--- src/rtl/mem_wb_stage.sv ---
// mem_wb_stage: MEM/WB pipeline register with load formatting and writeback select.
// Optional retired-instruction counter (o_instret) is enabled by defining WB_INSTRET_EN.
module mem_wb_stage #(
    parameter int XLEN      = 32,
    parameter int INSTRET_W = 64
) (
    input  logic            i_clk,
    input  logic            i_reset,
    input  logic            i_stall,
    input  logic            i_flush,
    input  logic            i_valid,
    input  logic [XLEN-1:0] i_pc,
    input  logic [XLEN-1:0] i_alu_data,
    input  logic [XLEN-1:0] i_ld_word,
    input  logic [1:0]      i_ld_size,
    input  logic            i_ld_unsigned,
    input  logic [1:0]      i_wb_sel,
    input  logic [4:0]      i_rd_addr,
    input  logic            i_rd_wren,
    output logic [4:0]      o_rd_addr,
    output logic [XLEN-1:0] o_rd_data,
    output logic            o_rd_wren,
    output logic            o_wb_valid,
    output logic [XLEN-1:0] o_wb_pc
`ifdef WB_INSTRET_EN
   ,output logic [INSTRET_W-1:0] o_instret
`endif
);
    if (XLEN != 32) begin : g_bad_xlen
        $error("mem_wb_stage supports only XLEN=32");
    end
    if (INSTRET_W < 1) begin : g_bad_instret_w
        $error("mem_wb_stage needs INSTRET_W >= 1");
    end

    logic [1:0]      lane;
    logic [7:0]      ld_byte;
    logic [15:0]     ld_half;
    logic [XLEN-1:0] ld_fmt;
    logic [XLEN-1:0] wb_data;
    logic            wb_wren;
    logic            valid_q, valid_d;
    logic            wren_q, wren_d;
    logic [XLEN-1:0] pc_q, pc_d;
    logic [XLEN-1:0] data_q, data_d;
    logic [4:0]      rd_q, rd_d;

    assign lane    = i_alu_data[1:0];
    assign ld_byte = 8'(i_ld_word >> {lane, 3'b000});
    assign ld_half = 16'(i_ld_word >> {lane[1], 4'b0000});

    always_comb begin
        ld_fmt = i_ld_size == 2'b00 ? {{24{~i_ld_unsigned & ld_byte[7]}}, ld_byte} :
                 i_ld_size == 2'b01 ? {{16{~i_ld_unsigned & ld_half[15]}}, ld_half} :
                 i_ld_size == 2'b10 ? i_ld_word : '0;
        wb_data = i_wb_sel == 2'b00 ? i_alu_data :
                  i_wb_sel == 2'b01 ? ld_fmt :
                  i_wb_sel == 2'b10 ? i_pc + 32'd4 : '0;
        // reserved select never writes the register file
        wb_wren = i_rd_wren & (i_wb_sel != 2'b11);
    end

    always_comb begin
        valid_d = valid_q;
        wren_d  = wren_q;
        pc_d    = pc_q;
        data_d  = data_q;
        rd_d    = rd_q;
        if (i_flush) begin
            valid_d = 1'b0;
            wren_d  = 1'b0;
        end else if (!i_stall) begin
            valid_d = i_valid;
            wren_d  = wb_wren;
            pc_d    = i_pc;
            data_d  = wb_data;
            rd_d    = i_rd_addr;
        end
    end

    always_ff @(posedge i_clk or posedge i_reset) begin
        if (i_reset) begin
            valid_q <= 1'b0;
            wren_q  <= 1'b0;
            pc_q    <= '0;
            data_q  <= '0;
            rd_q    <= '0;
        end else begin
            valid_q <= valid_d;
            wren_q  <= wren_d;
            pc_q    <= pc_d;
            data_q  <= data_d;
            rd_q    <= rd_d;
        end
    end

    assign o_rd_addr  = rd_q;
    assign o_rd_data  = data_q;
    assign o_rd_wren  = valid_q & wren_q & (rd_q != 5'd0);
    assign o_wb_valid = valid_q & ~i_stall;
    assign o_wb_pc    = pc_q;

`ifdef WB_INSTRET_EN
    logic [INSTRET_W-1:0] instret_q, instret_d;

    assign instret_d = o_wb_valid ? instret_q + 1'b1 : instret_q;

    always_ff @(posedge i_clk or posedge i_reset) begin
        if (i_reset) instret_q <= '0;
        else         instret_q <= instret_d;
    end

    assign o_instret = instret_q;
`endif
endmodule

--- config.mk ---
export PLATFORM = sky130hd
export DESIGN_NAME = mem_wb_stage
export DESIGN_NICKNAME = d
export VERILOG_FILES = /design/src/rtl/mem_wb_stage.sv
export SDC_FILE = /design/constraint.sdc
export NUM_CORES = 1
export LEC_CHECK = 0
export BUFFER_PORTS_ARGS = -buffer_cell sky130_fd_sc_hd__buf_2
export CORE_MARGIN = 2
export CORE_UTILIZATION = 50
export CTS_BUF_LIST = sky130_fd_sc_hd__clkbuf_8
export CTS_CLUSTER_DIAMETER = 60
export DETAILED_ROUTE_END_ITERATION = 10
export PLACE_DENSITY = 0.83
export SYNTH_ARGS = -nofsm -noshare
export SYNTH_HDL_FRONTEND = slang
export SYNTH_SLANG_ARGS = --single-unit
--- constraint.sdc ---
create_clock -name i_clk -period 4.16 [get_ports i_clk]
set_clock_uncertainty 0.2 [all_clocks]
set_input_delay 0.208 -clock i_clk [delete_from_list [all_inputs] [get_ports i_clk]]
set_output_delay 0.208 -clock i_clk [all_outputs]
set_load 0.1 [all_outputs]
==> results of run 1 <==
-- worst max-delay path: stages --
cell,delay (ns)
dlygate4sd3_1,0.54
buf_2,0.16
nor2_4,0.45
buf_4,0.36
o31ai_2,0.19
a221oi_1,0.45
o221ai_1,0.20
-- power by group --
part	switching, mW	internal, mW
combinational	0.994	0.231
sequential	0.0630	0.783
clock	0.276	0.211
-- metal layers --
layer  GRT usage [%]  vias up  routed length [um]
met5               0        -                   0
met4           13.03        0                 711
met3           7.338       67                1819
met2           65.46      400                9066
met1           49.84     2573                7070
li1                -     2346                   -
-- placed cells by master, fill, tap and decap left out, drive strengths merged, types with 8 or more instances in the layout --
| cell | instances |
|---|---|
| buf | 187 |
| dfrtp | 71 |
| o21ai | 43 |
| a21oi | 23 |
| dlygate4sd3 | 41 |
| nand3 | 14 |
| xor2 | 13 |
| a221oi | 13 |
| nand2 | 124 |
| inv | 20 |
| xnor2 | 9 |
| mux2i | 8 |
| clkbuf | 9 |
| nor2 | 51 |
| nor4 | 8 |
-- final timing paths --
kind / start / to / slack [ns] / depth (start not counted)
min in group asynchronous: i_reset / o_wb_pc[18]$_DFFE_PP0P_ / 0.46 / 4
worst min register to register: o_wb_pc[25]$_DFFE_PP0P_ / o_wb_pc[25]$_DFFE_PP0P_ / 0.28 / 2
worst max register to register: o_rd_data[21]$_DFFE_PP0P_ / o_rd_data[21]$_DFFE_PP0P_ / 2.86 / 3
worst max-delay path: i_flush / o_rd_data[29]$_DFFE_PP0P_ / 1.59 / 7
worst min-delay path: i_alu_data[12] / o_rd_data[12]$_DFFE_PP0P_ / 0.004 / 3
max in group asynchronous: i_reset / o_rd_data[4]$_DFFE_PP0P_ / 2.67 / 4
-- layout make-up --
| class | count | area [um^2] |
|---|---|---|
| Fill cell | 700 | 2701 |
| Multi-Input combinational cell | 418 | 2426 |
| Sequential cell | 71 | 1777 |
| Timing Repair Buffer | 228 | 1359 |
| Tap cell | 108 | 135.1 |
| Clock buffer | 9 | 123.9 |
| Inverter | 20 | 75.07 |
| Clock inverter | 6 | 38.79 |
-- per-stage QoR --
step	setup slack, ns	hold slack, ns	instance area (um^2)
4_1_cts	1.681	0.002780	5934
2_1_floorplan	1.833	0.07441	4389
3_5_place_dp	1.692	0.2045	5361
5_1_grt	1.479	0.01811	5934
3_3_place_gp	1.711	0.1956	5361
6_report	1.592	0.004153	5934
-- logic make-up after synthesis --
| logic type | after synthesis | synth area share (%) |
|---|---|---|
| fa+ha+maj | 1 | 0.2850 |
| compound gates | 145 | 22.81 |
| mux | 11 | 2.594 |
| xor+xnor | 22 | 4.390 |
| simple gates | 239 | 25.03 |
| buf+inv | 51 | 4.418 |
| flops | 71 | 40.48 |
-- sequential cells by signal, indices dropped and copies added, names as in the netlist --
register	cells
o_wb_pc	32
o_rd_data	32
o_rd_addr	5
valid_q	1
wren_q	1
-- repair_timing --
item | CTS | global route
endpoints found under the hold margin | 112 | 0
hold buffers | 41 | 0
setup buffers | 0 | 0
==> impl_metrics.env, run 1 <==
export IMPL_status="finished clean"
export IMPL_max_cap_violations=0
export IMPL_pin_count=183
export IMPL_hpwl_um=13440
export IMPL_synth_common_cells="nand2_1, dfrtp_1, nor2_1, o21ai_0, clkbuf_1"
export IMPL_routed_wl_um=18670
export IMPL_ant_nets=0
export IMPL_fin_crit_ns=2.568
export IMPL_syn_nets=653
export IMPL_routedWlPerCell_um=21.70
export IMPL_yosys_area_top_type="dfrtp_1"
export IMPL_synth_top_area_share_pct=40.48
export IMPL_drive_gt1_share_pct=29.26
export IMPL_design_die_area_um2=9544
export IMPL_first_iter_violations=514
export IMPL_timing_slew_headroom_pct=32.51
export IMPL_port_buffers=182
export IMPL_final_util_pct=68.72
export IMPL_required_ns=4.15
export IMPL_cp_start_kind="input port"
export IMPL_vias_per_cell=6.263
export IMPL_critical_path_max_fanout=24
export IMPL_synth_most_common_cell="nand2_1"
export IMPL_grtUsageTotal_pct=38.66
export IMPL_finalSetupViolCount=0
export IMPL_gp_congestion=0.9766
export IMPL_criticalPathCategory="input port to flip-flop"
export IMPL_grt_pass1_vias=5320
export IMPL_synthFlopType="dfrtp_1"
export IMPL_rsz0062_at_grt="false"
export IMPL_end_kind="flip-flop"
export IMPL_core_area_um2=8636
export IMPL_synth_distinct_cells=63
export IMPL_synth_area_leaders="dfrtp_1, nand2_1, o21ai_0"
export IMPL_row_count=34
export IMPL_first_pass_iters=6
export IMPL_drv_slew=0
export IMPL_postCtsResizedCells=0
export IMPL_drc=0
export IMPL_fin_tns_setup_ns=0
export IMPL_grt_pass1_wl_um=28800
export IMPL_max_vdd_ir_drop_mv=0.3231
export IMPL_yosysWarnings=0
export IMPL_cts_max_level=3
export IMPL_fmax_ghz=0.3894
export IMPL_finalPower_mw=2.559
export IMPL_finalHoldViolCount=0
export IMPL_cts_tree="done"
export IMPL_worst_pin_slew_ns=1.009
export IMPL_via_count=5386
export IMPL_synth_seq_area_share_pct=40.48
export IMPL_cts_buffers=9
export IMPL_syn_to_final_growth_pct=35.21
export IMPL_diodes=0
export IMPL_antenna_found_initial=0
export IMPL_grt_max_degree=72
export IMPL_ys_seq_elements=71
export IMPL_clkSlewWorstSetupHoldPaths_ns=0.08
export IMPL_crit_arrival_ns=2.56
export IMPL_clkSinkCount=71
export IMPL_ctsRootBufferMaster="clkbuf_8"
export IMPL_hold_path_class="input port to flip-flop"
export IMPL_p_per_area_nw_per_um2=431.2
export IMPL_syn_cell_area_um2=4389
export IMPL_clockBufferDepth=2
export IMPL_ys_async_sr_fraction_pct=100.0
export IMPL_die_h_um=97.70
export IMPL_synth_edf_count=0
export IMPL_postSynthAreaPerCell_um2=8.128
export IMPL_final_cells=860
export IMPL_die_x_um=97.70
export IMPL_period_share_pct=61.73
export IMPL_numPlacedInstances=804
export IMPL_clk_latency_ns=0.34
export IMPL_grt_overflow=0
export IMPL_synth_cells=540
export IMPL_start_util_pct=50.83
export IMPL_fin_nets=861
export IMPL_power_leakage_nw=2.922
(Power assumes the default switching activity.)
==> inputs of run 2 (changes only) <==
clock period = 2.5 ns   (was 4.16 ns; I/O delays follow)
==> run 2 against run 1 <==
Compared with the run above:
- flip-flop and latch count did not move
- final area rose by 7.1%
- register-to-register slack got worse by 1.8 ns
- clock power rose by 98%
- power rose by 75%
- clock-buffer cell count did not move
- die area did not move
- global-route usage rose by 3.6 points
- critical path type unchanged
- largest cell class unchanged
==> impl_metrics.env, run 2 (synthesis gave the netlist of run 1 again) <==
export IMPL_timing_slew_headroom_pct=49.70
export IMPL_hold_ws_ns=0.006964
export IMPL_cpMostUsedCell="o21ai_0"
export IMPL_met1_usage_pct=55.12
export IMPL_core_area_um2=8636
export IMPL_critPathSlowestCell="nor4_2"
export IMPL_die_x_um=97.70
export IMPL_finalHoldViolCount=0
export IMPL_crit_arrival_ns=2.41
export IMPL_r2r_start="valid_q$_DFFE_PP0P_"
export IMPL_cts_tree="done"
export IMPL_drc=0
export IMPL_cp_start_kind="input port"
export IMPL_final_util_pct=73.63
export IMPL_r2r_end="valid_q$_DFFE_PP0P_"
export IMPL_ant_nets=0
export IMPL_cts_max_level=3
export IMPL_worst_pin_slew_ns=0.7483
export IMPL_max_cap_violations=0
export IMPL_worstHoldStart="i_ld_word[0]"
export IMPL_start_util_pct=50.83
export IMPL_grt_pass1_vias=5542
export IMPL_row_count=34
export IMPL_p_per_area_nw_per_um2=705.1
export IMPL_first_pass_iters=5
export IMPL_final_cell_mix="buf_2, nand2_1, dlygate4sd3_1"
export IMPL_hold_path_class="input port to flip-flop"
export IMPL_die_h_um=97.70
export IMPL_grt_max_degree=42
export IMPL_numPlacedInstances=813
export IMPL_fmax_ghz=0.4213
export IMPL_first_iter_violations=517
export IMPL_drv_slew=0
export IMPL_grtUsageMet3_pct=10.14
export IMPL_cts_buffers=9
export IMPL_rsz0062_at_grt="false"
export IMPL_clkSinkCount=71
export IMPL_hpwl_um=13570
export IMPL_clockBufferDepth=2
export IMPL_grt_busiest_layer="met2"
export IMPL_period_share_pct=94.94
export IMPL_clkSlewWorstSetupHoldPaths_ns=0.09
export IMPL_finalPower_mw=4.484
export IMPL_final_cells=901
export IMPL_final_common_cell="buf_2"
export IMPL_port_buffers=182
export IMPL_status="finished clean"
export IMPL_reg2reg_slack_ns=1.05
export IMPL_gp_congestion=1.034
export IMPL_grt_pass1_wl_um=31470
export IMPL_slowest_delay_ns=0.74
export IMPL_antenna_found_initial=0
export IMPL_critical_path_max_fanout=7
export IMPL_end_kind="flip-flop"
export IMPL_diodes=0
export IMPL_finalSetupViolCount=0
export IMPL_max_vdd_ir_drop_mv=0.5952
export IMPL_fin_nets=901
export IMPL_pin_count=183
export IMPL_cp_cell_sequence="dlygate4sd3_1, buf_2, nand3_1, nor4_2, a31oi_1, o21ai_0, o21ai_0"
export IMPL_grt_util_met2_pct=68.86
export IMPL_fin_crit_ns=2.374
export IMPL_ctsRootBufferMaster="clkbuf_8"
export IMPL_vias_per_cell=6.397
export IMPL_criticalPathCategory="input port to flip-flop"
export IMPL_fillers=611
export IMPL_required_ns=2.53
export IMPL_clk_latency_ns=0.36
export IMPL_whs_endpoint="o_rd_data[0]$_DFFE_PP0P_"
export IMPL_drive_gt1_share_pct=28.88
export IMPL_grt_overflow=0
export IMPL_routedWlPerCell_um=22.58
export IMPL_fin_tns_setup_ns=0
export IMPL_syn_to_final_growth_pct=44.87
export IMPL_via_count=5764
export IMPL_r2r_cells=3
export IMPL_postCtsSetupBuffers=0
export IMPL_routed_wl_um=20340
export IMPL_grtUsageTotal_pct=42.31
export IMPL_hold_path_cell_count=5
export IMPL_design_die_area_um2=9544
export IMPL_power_leakage_nw=3.124
[run 2: cell count changes in the layout (fill, tap and decap cells not counted)]
cell           delta
inv_1             +1
clkinv_2          -2
clkinvlp_4        -1
buf_4             +8
buf_12            +1
dlygate4sd3_1    +31
inv_6             +2
bufinv_16         +1
[run 2: metal layers]
metal | vias up | part of all wire, %
li1 | 2430 | -
met5 | - | 0
met1 | 2701 | 37
met4 | 0 | 4.9
met2 | 516 | 47
met3 | 117 | 12
[run 2: power breakdown]
part	internal [mW]	total, mW	switching, mW
combinational	0.427	2.11	1.68
clock	0.465	0.965	0.500
sequential	1.30	1.41	0.106
total	2.19	4.48	2.29
[run 2: per-stage QoR]
| step | instance area [um^2] | worst slack (ns) |
|---|---|---|
| 2_1_floorplan | 4389 | 0.2562 |
| 3_3_place_gp | 5441 | 0.2847 |
| 3_5_place_dp | 5441 | 0.1713 |
| 4_1_cts | 6359 | 0.2735 |
| 5_1_grt | 6359 | 0.1055 |
| 6_report | 6359 | 0.1265 |
[run 2: area by class of cell]
| class | count | area, um^2 | share of cell area (%) |
|---|---|---|---|
| clock buffers | 9 | 123.9 | 1.948 |
| clock inverters | 7 | 72.57 | 1.141 |
| flip-flops and latches | 71 | 1777 | 27.94 |
| inverters | 20 | 75.07 | 1.181 |
| well taps | 108 | 135.1 | 2.125 |
| multi-input cells | 418 | 2426 | 38.15 |
| repair buffers | 268 | 1749 | 27.51 |
[run 2: how the worst max path moves through the flow]
stage	depth (start not counted)	slack, ns	from	end
after floorplan	2	0.26	o_rd_addr[0]$_DFFE_PP0P_	o_rd_wren
after global placement	6	0.28	i_alu_data[1]	o_rd_data[17]$_DFFE_PP0P_
after detailed placement	6	0.17	i_alu_data[1]	o_rd_data[17]$_DFFE_PP0P_
after CTS	7	0.27	i_pc[13]	o_rd_data[24]$_DFFE_PP0P_
after global routing	7	0.11	i_pc[14]	o_rd_data[24]$_DFFE_PP0P_
final	7	0.13	i_pc[14]	o_rd_data[24]$_DFFE_PP0P_
[run 2: worst max-delay path, delay by kind of cell]
family | cells | cell delay (ns)
compound gates | 3 | 0.62
simple gates | 2 | 0.95
buf+inv | 2 | 0.71
[run 2: timing repair]
item | 4_1_cts | 5_1_grt
endpoints found under the hold margin | 95 | 0
resized for setup | 0 | 0
hold buffers | 72 | 0
==> inputs of run 3 (changes only) <==
clock period = 2.2 ns   (was 2.5 ns; I/O delays follow)
==> run 3 against run 2 <==
Compared with the run above:
- the run now ends with negative setup slack left
- critical path depth shrank 1
- sequential power rose by 13%
- via count fell by 1.4%
- wire length fell by 1.2%
- combinational power up 15%
- non-clock buffer count is 12 higher
- first-iteration DRC count is 22% higher
- clock power rose by 12%
- final area up 2.3%
- core utilization increased by 1.7 points
- clock-buffer cell count stayed put
- global-route usage is 1.4 points lower
- critical endpoint is now o_rd_data[17]$_DFFE_PP0P_
==> impl_metrics.env, run 3 (synthesis gave the netlist of run 1 again) <==
export IMPL_finalHoldViolCount=0
export IMPL_cts_tree="done"
export IMPL_clkSinkCount=71
export IMPL_violations="negative setup slack"
export IMPL_grtUsageTotal_pct=40.89
export IMPL_drive_gt1_share_pct=30.68
export IMPL_cp_start_kind="input port"
export IMPL_finalPower_mw=5.103
export IMPL_routed_wl_um=20100
export IMPL_gp_congestion=0.9861
export IMPL_cp_num_buf_inv=2
export IMPL_clk_latency_ns=0.35
export IMPL_clkSlewWorstSetupHoldPaths_ns=0.09
export IMPL_clockBufferDepth=2
export IMPL_status="complete, but fails checks"
export IMPL_design_die_area_um2=9544
export IMPL_drv_slew=0
export IMPL_start_util_pct=50.83
export IMPL_hold_ws_ns=0.01459
export IMPL_crit_family="simple AND/OR/NAND/NOR gates"
export IMPL_critical_path_max_fanout=5
export IMPL_end_kind="flip-flop"
export IMPL_first_pass_iters=6
export IMPL_diodes=0
export IMPL_max_cap_violations=0
export IMPL_reg2reg_slack_ns=0.71
export IMPL_clkPwrFrac_pct=21.2
export IMPL_worst_pin_slew_ns=0.5889
export IMPL_setup_ws_ns=-0.004112
export IMPL_via_count=5685
export IMPL_die_h_um=97.70
export IMPL_row_count=34
export IMPL_cts_max_level=3
export IMPL_drc=0
export IMPL_fillers=556
export IMPL_fmax_ghz=0.4537
export IMPL_criticalPathCategory="input port to flip-flop"
export IMPL_final_common_cell="buf_2"
export IMPL_final_cell_mix="buf_2, nand2_1, dlygate4sd3_1"
export IMPL_final_area_um2=6506
export IMPL_place_area_um2=5503
export IMPL_die_x_um=97.70
export IMPL_crit_arrival_ns=2.23
export IMPL_grt_overflow=0
export IMPL_syn_to_final_growth_pct=48.23
export IMPL_port_buffers=182
export IMPL_max_vdd_ir_drop_mv=0.7364
export IMPL_vias_per_cell=6.227
export IMPL_ctsRootBufferMaster="clkbuf_8"
export IMPL_routedWlPerCell_um=22.01
export IMPL_p_per_area_nw_per_um2=784.3
export IMPL_internal_power_mw=2.510
export IMPL_hold_path_class="input port to flip-flop"
export IMPL_fin_nets=913
export IMPL_cts_buffers=9
export IMPL_grt_pass1_vias=5560
export IMPL_timing_slew_headroom_pct=60.45
export IMPL_postCtsSetupBuffers=0
export IMPL_fin_crit_ns=2.204
export IMPL_first_iter_violations=632
export IMPL_power_leakage_nw=3.182
export IMPL_critPathSlowestCell="or4_4"
export IMPL_antenna_found_initial=0
export IMPL_finalSetupViolCount=2
export IMPL_core_area_um2=8636
export IMPL_pin_count=183
export IMPL_p_switching_mw=2.592
export IMPL_p_seq_share_pct=31.4
export IMPL_dp_slack_ns=0.07426
export IMPL_ant_nets=0
export IMPL_cp_cell_sequence="dlygate4sd3_1, buf_2, nand3_2, or4_4, o211a_1, o32a_1"
export IMPL_slowest_delay_ns=0.60
export IMPL_grt_max_degree=72
export IMPL_period_share_pct=100.2
export IMPL_rsz0062_at_grt="true"
export IMPL_grt_pass1_wl_um=30480
export IMPL_hpwl_um=13540
export IMPL_sw_frac_of_total_pct=50.81
export IMPL_p_comb_share_pct=47.4
export IMPL_required_ns=2.23
[run 3: cell count changes in the layout (fill, tap and decap cells not counted), sizes merged]
cell         before  now
buf             196  202
clkbuf            9   11
dlygate4sd3      72   76
[run 3: layout make-up]
type / instances / area (um^2) / area share, %
Tap cell: 108 / 135.1 / 2.077
Inverter: 20 / 75.07 / 1.154
Sequential cell: 71 / 1777 / 27.31
Multi-Input combinational cell: 418 / 2466 / 37.90
Timing Repair Buffer: 280 / 1857 / 28.54
Clock inverter: 7 / 72.57 / 1.115
Clock buffer: 9 / 123.9 / 1.904
[run 3: repair_timing]
item | CTS | global route
hold buffers | 76 | 0
resized for setup | 0 | 13
endpoints found under the hold margin | 138 | 0
setup endpoints to repair | 0 | 11
[run 3: worst paths after layout]
path,from,endpoint,cells after the start
hold / removal,i_ld_word[14],o_rd_data[14]$_DFFE_PP0P_,3
min in group asynchronous,i_reset,o_wb_pc[14]$_DFFE_PP0P_,4
max in group asynchronous,i_reset,o_rd_data[1]$_DFFE_PP0P_,4
hold reg to reg,o_wb_pc[14]$_DFFE_PP0P_,o_wb_pc[14]$_DFFE_PP0P_,2
setup / recovery,i_pc[7],o_rd_data[17]$_DFFE_PP0P_,6
setup reg to reg,wren_q$_DFFE_PP0P_,wren_q$_DFFE_PP0P_,3
[run 3: worst reg2reg max path: stages (launching register included)]
cell and delay (ns):
dfrtp_1 0.40, a21oi_1 0.15, nor2_1 0.07, dlygate4sd3_1 0.57
[run 3: per-layer routing]
| metal | vias to the layer above | track usage (%) | routed length, um |
|---|---|---|---|
| met2 | 481 | 67.00 | 9333 |
| met4 | 0 | 15.49 | 953 |
| met3 | 80 | 9.137 | 2309 |
| li1 | 2450 | - | - |
| met1 | 2674 | 53.02 | 7499 |
| met5 | - | 0 | 0 |
[run 3: through the flow]
stage / TNS [ns] / cells / utilization (%)
3_3_place_gp: 0 / 821 / 63.72
2_1_floorplan: 0 / 540 / -
3_5_place_dp: 0 / 821 / 63.72
5_1_grt: -0.06533 / 913 / 75.34
4_1_cts: 0 / 913 / 74.80
6_report: -0.005949 / 913 / 75.34
[run 3: power groups by stage]
stage	Clock, mW	Combinational, mW	Sequential, mW
4_1_cts	1.09	2.35	1.59
5_1_grt	1.14	2.49	1.62
2_1_floorplan	0	0.428	2.89
6_report	1.08	2.42	1.60
3_3_place_gp	0	2.23	1.60
3_5_place_dp	0	2.25	1.61
